**config.mk**
```make
export PLATFORM = sky130hd
export DESIGN_NAME = decode_control
export DESIGN_NICKNAME = d
export VERILOG_FILES = /design/src/rtl/decode_control.sv
export SDC_FILE = /design/constraint.sdc
export NUM_CORES = 1
export LEC_CHECK = 0
export BUFFER_PORTS_ARGS = -buffer_cell sky130_fd_sc_hd__buf_2
export CAP_MARGIN = 20
export CORE_MARGIN = 1.5
export CORE_UTILIZATION = 34
export CTS_BUF_LIST = sky130_fd_sc_hd__clkbuf_8 sky130_fd_sc_hd__clkbuf_16
export CTS_CLUSTER_SIZE = 8
export DETAILED_ROUTE_END_ITERATION = 10
export GPL_TIMING_DRIVEN = 1
export PLACE_DENSITY = 0.78
export SYNTH_ARGS = -nofsm -noshare
export SYNTH_HDL_FRONTEND = slang
export SYNTH_SLANG_ARGS = --single-unit
```
**constraint.sdc**
```tcl
create_clock -name clk -period 2.6 [get_ports clk]
set_input_delay 0.52 -clock clk [delete_from_list [all_inputs] [get_ports clk]]
set_output_delay 0.52 -clock clk [all_outputs]
set_load 0.1 [all_outputs]
```
**src/rtl/decode_control.sv**
```systemverilog
// RV32I decode: immediate extraction plus control-signal generation.
// Ports: clk, reset_n, ins in; imm, imm_type, alu/mem/pc controls, op_illegal out.
module decode_control (
  input  logic        clk,
  input  logic        reset_n,
  input  logic [31:0] ins,
  output logic [31:0] imm,
  output logic [2:0]  imm_type,
  output logic        op_illegal,
  output logic        alu_imm,
  output logic        alu_a0,
  output logic        alu_apc,
  output logic        alu_b4,
  output logic [2:0]  alu_op,
  output logic        alu_alt,
  output logic        reg_wen,
  output logic        dmem_write,
  output logic        dmem_read,
  output logic        dmem_reg,
  output logic [2:0]  pc_imm
);

  localparam logic [2:0] IT_NONE = 3'd0;
  localparam logic [2:0] IT_I    = 3'd1;
  localparam logic [2:0] IT_S    = 3'd2;
  localparam logic [2:0] IT_B    = 3'd3;
  localparam logic [2:0] IT_U    = 3'd4;
  localparam logic [2:0] IT_J    = 3'd5;

  localparam logic [2:0] PC_0    = 3'd0;
  localparam logic [2:0] PC_4    = 3'd1;
  localparam logic [2:0] PC_BNZ  = 3'd2;
  localparam logic [2:0] PC_BZ   = 3'd3;
  localparam logic [2:0] PC_JAL  = 3'd4;
  localparam logic [2:0] PC_JALR = 3'd5;

  localparam logic [6:0] OPC_OP   = 7'b0110011;
  localparam logic [6:0] OPC_OPI  = 7'b0010011;
  localparam logic [6:0] OPC_LD   = 7'b0000011;
  localparam logic [6:0] OPC_ST   = 7'b0100011;
  localparam logic [6:0] OPC_BR   = 7'b1100011;
  localparam logic [6:0] OPC_LUI  = 7'b0110111;
  localparam logic [6:0] OPC_AUI  = 7'b0010111;
  localparam logic [6:0] OPC_JAL  = 7'b1101111;
  localparam logic [6:0] OPC_JALR = 7'b1100111;
  localparam logic [6:0] OPC_MISC = 7'b0001111;

  logic [6:0] opc;
  logic [2:0] f3;
  logic [6:0] f7;
  logic       ill;

  assign opc = ins[6:0];
  assign f3  = ins[14:12];
  assign f7  = ins[31:25];

  always_comb begin
    imm_type = IT_NONE;
    unique case (opc)
      OPC_OPI, OPC_LD, OPC_JALR: imm_type = IT_I;
      OPC_ST:                    imm_type = IT_S;
      OPC_BR:                    imm_type = IT_B;
      OPC_LUI, OPC_AUI:          imm_type = IT_U;
      OPC_JAL:                   imm_type = IT_J;
      default:                   imm_type = IT_NONE;
    endcase
  end

  always_comb begin
    imm = 32'h0;
    unique case (imm_type)
      IT_I: imm = {{20{ins[31]}}, ins[31:20]};
      IT_S: imm = {{20{ins[31]}}, ins[31:25], ins[11:7]};
      IT_B: imm = {{19{ins[31]}}, ins[31], ins[7],
                   ins[30:25], ins[11:8], 1'b0};
      IT_U: imm = {ins[31:12], 12'h0};
      IT_J: imm = {{11{ins[31]}}, ins[31], ins[19:12],
                   ins[20], ins[30:21], 1'b0};
      default: imm = 32'h0;
    endcase
  end

  always_comb begin
    ill        = 1'b0;
    alu_imm    = 1'b0;
    alu_a0     = 1'b0;
    alu_apc    = 1'b0;
    alu_b4     = 1'b0;
    alu_op     = 3'b000;
    alu_alt    = 1'b0;
    reg_wen    = 1'b0;
    dmem_write = 1'b0;
    dmem_read  = 1'b0;
    dmem_reg   = 1'b0;
    pc_imm     = PC_4;
    unique case (opc)
      OPC_OP: begin
        alu_op  = f3;
        alu_alt = ins[30];
        reg_wen = 1'b1;
        ill = !((f7 == 7'h00) ||
                (f7 == 7'h20 && (f3 == 3'b000 || f3 == 3'b101)));
      end
      OPC_OPI: begin
        alu_op  = f3;
        alu_imm = 1'b1;
        reg_wen = 1'b1;
        alu_alt = (f3 == 3'b101) ? ins[30] : 1'b0;
        if (f3 == 3'b001)
          ill = (f7 != 7'h00);
        else if (f3 == 3'b101)
          ill = !(f7 == 7'h00 || f7 == 7'h20);
      end
      OPC_LD: begin
        alu_imm   = 1'b1;
        dmem_read = 1'b1;
        dmem_reg  = 1'b1;
        reg_wen   = 1'b1;
        ill = (f3 == 3'b011) || (f3[2:1] == 2'b11);
      end
      OPC_ST: begin
        alu_imm    = 1'b1;
        dmem_write = 1'b1;
        ill = (f3 >= 3'b011);
      end
      OPC_BR: begin
        unique case (f3)
          3'b000: begin alu_alt = 1'b1; pc_imm = PC_BZ;  end
          3'b001: begin alu_alt = 1'b1; pc_imm = PC_BNZ; end
          3'b100: begin alu_op = 3'b010; pc_imm = PC_BNZ; end
          3'b101: begin alu_op = 3'b010; pc_imm = PC_BZ;  end
          3'b110: begin alu_op = 3'b011; pc_imm = PC_BNZ; end
          3'b111: begin alu_op = 3'b011; pc_imm = PC_BZ;  end
          default: ill = 1'b1;
        endcase
      end
      OPC_LUI: begin
        alu_a0  = 1'b1;
        alu_imm = 1'b1;
        reg_wen = 1'b1;
      end
      OPC_AUI: begin
        alu_apc = 1'b1;
        alu_imm = 1'b1;
        reg_wen = 1'b1;
      end
      OPC_JAL: begin
        alu_apc = 1'b1;
        alu_b4  = 1'b1;
        reg_wen = 1'b1;
        pc_imm  = PC_JAL;
      end
      OPC_JALR: begin
        alu_apc = 1'b1;
        alu_b4  = 1'b1;
        reg_wen = 1'b1;
        pc_imm  = PC_JALR;
        ill = (f3 != 3'b000);
      end
      OPC_MISC: ;
      default: ill = 1'b1;
    endcase
    // An illegal word must not change architectural state.
    if (ill) begin
      alu_imm    = 1'b0;
      alu_a0     = 1'b0;
      alu_apc    = 1'b0;
      alu_b4     = 1'b0;
      alu_op     = 3'b000;
      alu_alt    = 1'b0;
      reg_wen    = 1'b0;
      dmem_write = 1'b0;
      dmem_read  = 1'b0;
      dmem_reg   = 1'b0;
      pc_imm     = PC_0;
    end
    // Reset keeps the fetch stream advancing with no side effects.
    if (!reset_n) begin
      reg_wen    = 1'b0;
      dmem_write = 1'b0;
      dmem_read  = 1'b0;
      dmem_reg   = 1'b0;
      pc_imm     = PC_4;
    end
  end

  always_ff @(posedge clk) begin
    if (!reset_n)
      op_illegal <= 1'b0;
    else if (ill)
      op_illegal <= 1'b1;
  end

endmodule

```
==> impl_metrics.env, run 1 <==
export IMPL_status="did not finish"
export IMPL_stop_stage="detailed placement"
export IMPL_error="[ERROR DPL-0038] Utilization greater than 100%, impossible to legalize"
export IMPL_synthCells=141
export IMPL_yosysUniqueCellTypes=44
export IMPL_synthTopCellsByCount="a21o_1 (20), nor2b_1 (12), nand2_1 (10)"
export IMPL_async_flop_share=0
export IMPL_synth_edf_count=0
export IMPL_synth_top_area_frac=0.164
export IMPL_start_util=0.363
export IMPL_ys_flop_type="dfxtp_1"
export IMPL_synth_most_common_cell="a21o_1"
export IMPL_yosys_area_top_type="a21o_1"
export IMPL_synthesis_area_um2=916
export IMPL_synth_seq_cells=1
export IMPL_die_h_um=54.9
export IMPL_chipWidth_um=54.9
export IMPL_io_buffers=84
export IMPL_syn_num_nets=175
export IMPL_synth_seq_area_share=0.0219
export IMPL_rows=18
export IMPL_synth_area_per_cell_um2=6.50
export IMPL_pin_count=85
export IMPL_yosys_top_cells_area="a21o_1 (16%), nor2b_1 (8.2%), a22o_1 (5.7%)"
export IMPL_ys_warn_count=0
export IMPL_place_congestion=1.04
## metrics by stage
| stage | hold slack (ns) | instances |
|---|---|---|
| floorplan | 0.654 | 141 |
| global placement | 0.480 | 291 |
## cell families after synthesis
group,count (synthesis),synth area share
simple gates,65,0.415
buf+inv,20,0.104
compound gates,53,0.436
flops,1,0.0219
mux,2,0.0232
==> run 2, diff against run 1 <==
CORE_UTILIZATION = 25   (was 34)
CTS_BUF_LIST = default   (was sky130_fd_sc_hd__clkbuf_8 sky130_fd_sc_hd__clkbuf_16)
CTS_CLUSTER_SIZE = default   (was 8)
PLACE_DENSITY = default   (was 0.78)
PLACE_DENSITY_LB_ADDON = 0.15   (was default)
clock period = 3.4 ns   (was 2.6 ns; I/O delays follow)
==> run 2 against run 1 <==
  * The run now ends clean
  * Area after synthesis is the same
  * Synthesized cell count is the same
==> impl_metrics.env, run 2 <==
export IMPL_chipWidth_um=63.5
export IMPL_core_area_mm2=0.00342
export IMPL_synth_seq_cells=1
export IMPL_grt_max_degree=13
export IMPL_drive_above_1_share=0.586
export IMPL_area_growth_pct=139
export IMPL_synth_most_common_cell="a21o_1"
export IMPL_ys_warn_count=0
export IMPL_end_kind="output port"
export IMPL_io_buffers=84
export IMPL_setup_viol=0
export IMPL_fin_crit_ns=3.38
export IMPL_synth_adder_area_share=0
export IMPL_hold_class="flop to flop"
export IMPL_drv_slew=0
export IMPL_synthTopCellsByCount="a21o_1 (20), nor2b_1 (12), nand2_1 (10)"
export IMPL_overflow=0
export IMPL_top_register="op_illegal"
export IMPL_insertion_delay_ns=0
export IMPL_critPathKind="input pin to output port"
export IMPL_drc=0
export IMPL_final_cells=278
export IMPL_postLayoutCoreUtil=0.641
export IMPL_worstMarginPinSlew_ns=0.502
export IMPL_diodes=0
export IMPL_placedCellCount=276
export IMPL_path_clk_slew_ns=0
export IMPL_grt_pass1_vias=1348
export IMPL_synthXorXnorAreaFrac=0
export IMPL_rsz0062_at_grt="yes"
export IMPL_synth_top_family_by_area="compound AO/OA/AOI/OAI gates"
export IMPL_worstPathRequired_ns=2.72
export IMPL_reg_largest_list="op_illegal: 1 flops"
export IMPL_synthCells=141
export IMPL_final_nets=268
export IMPL_cp_arrival_ns=2.70
export IMPL_max_cap_violations=0
export IMPL_yosys_top_cells_area="a21o_1 (16%), nor2b_1 (8.2%), a22o_1 (5.7%)"
export IMPL_post_route_period_util=0.993
export IMPL_synth_simple_gate_area_frac=0.415
export IMPL_finalHoldViolations=0
export IMPL_mostFrequentLayoutCells="buf_2 (49), buf_12 (36), a21o_1 (20)"
export IMPL_worstPathMaxFanout=8
export IMPL_max_vdd_ir_drop_mv=0.0555
export IMPL_mostFrequentLayoutCell="buf_2"
export IMPL_fill_cells=294
export IMPL_powerDensity_mw_per_mm2=105
export IMPL_drt_total_wl_um=4050
export IMPL_ff_latch_area_um2=20.0
export IMPL_start_util=0.268
export IMPL_initialDrtViolationCount=57
export IMPL_synth_area_per_cell_um2=6.50
export IMPL_fin_skew_ns=0
export IMPL_total_power_mw=0.231
export IMPL_muxShareOfSynthArea=0.0232
export IMPL_synth_compound_area_frac=0.436
export IMPL_dpl_hpwl_um=3310
export IMPL_synth_edf_count=0
export IMPL_vias=1473
export IMPL_postCtsSetupBuffers=0
export IMPL_ant_nets=0
export IMPL_wl_per_cell_um=14.6
export IMPL_grt_first_pass_wirelength_um=6340
export IMPL_ys_flop_type="dfxtp_1"
export IMPL_place_congestion=0.894
export IMPL_clock_fmax_mhz=296
export IMPL_async_flop_share=0
export IMPL_rows=21
export IMPL_pin_count=85
export IMPL_antenna_found_initial=0
export IMPL_avgViaCountPerCell=5.30
export IMPL_dr_pass1_iters=4
export IMPL_largest_reg_flops=1
export IMPL_yosysUniqueCellTypes=44
export IMPL_die_h_um=63.5
export IMPL_multi_input_area_um2=976
export IMPL_yosys_area_top_type="a21o_1"
export IMPL_synth_top_area_frac=0.164
export IMPL_p_leak_nw=1.08
export IMPL_synth_seq_area_share=0.0219
export IMPL_syn_num_nets=175
export IMPL_synthesis_area_um2=916
export IMPL_status="completed"
export IMPL_grt_usage=0.187
export IMPL_max_slew_margin=0.664
export IMPL_dieArea_mm2=0.00404
export IMPL_holdBufCountCts=0
export IMPL_hold_slack_ns=0.480
export IMPL_start_kind="input pin"
run 2: where the power goes:
| part | internal, mW | switching, mW |
|---|---|---|
| clock | 0 | 0 |
| sequential | 0.0128 | 0.000344 |
| combinational | 0.0754 | 0.142 |
| total | 0.0882 | 0.142 |
run 2: kinds of logic after synthesis:
group	count (synthesis)
AND/OR/NAND/NOR	65
AO/OA/AOI/OAI	53
buffers and inverters	20
multiplexers	2
flip-flops	1
run 2: critical path, cell delays in order:
cell	delay [ns]
buf_2	0.10
or4_4	0.54
nor3_4	0.20
nor3_2	0.09
or4_4	0.54
nor4_4	0.32
buf_12	0.22
run 2: path summary, 6_finish.rpt:
| kind | start | endpoint | slack, ns | cells past startpoint |
|---|---|---|---|---|
| max reg2reg | op_illegal | op_illegal | 2.59 | 1 |
| min | op_illegal | op_illegal | 0.48 | 1 |
| max | ins[28] | alu_op[1] | 0.02 | 7 |
| min reg2reg | op_illegal | op_illegal | 0.48 | 1 |
run 2: through the flow:
step	TNS (ns)	worst slack [ns]	area, µm²
finish	0	0.0235	2190
global route	-0.0205	-0.0134	2190
CTS	-0.0132	-0.00906	2140
detailed placement	-0.0311	-0.0172	2140
global placement	-0.0286	-0.0168	2140
floorplan	-7.82	-1.02	1060
run 2: repair_timing:
item                                    CTS  global route
gates resized for setup                   0             4
endpoints found under the setup margin    3             7
pin swaps                                 1             0
run 2: final cells by class:
type                    count  area share
repair buffers            104       0.507
flip-flops and latches      1     0.00915
inverters                   7      0.0120
well taps                  46      0.0263
multi-input cells         120       0.446
run 2: per-layer routing:
layer / wire length, µm / global-route usage / vias to the layer above
li1: - / - / 717
met1: 1680 / 0.253 / 686
met2: 2040 / 0.329 / 64
met3: 297 / 0.0214 / 6
met4: 22 / 0.0109 / 0
met5: 0 / 0 / -
No activity file was read; power rests on OpenSTA's default activity.
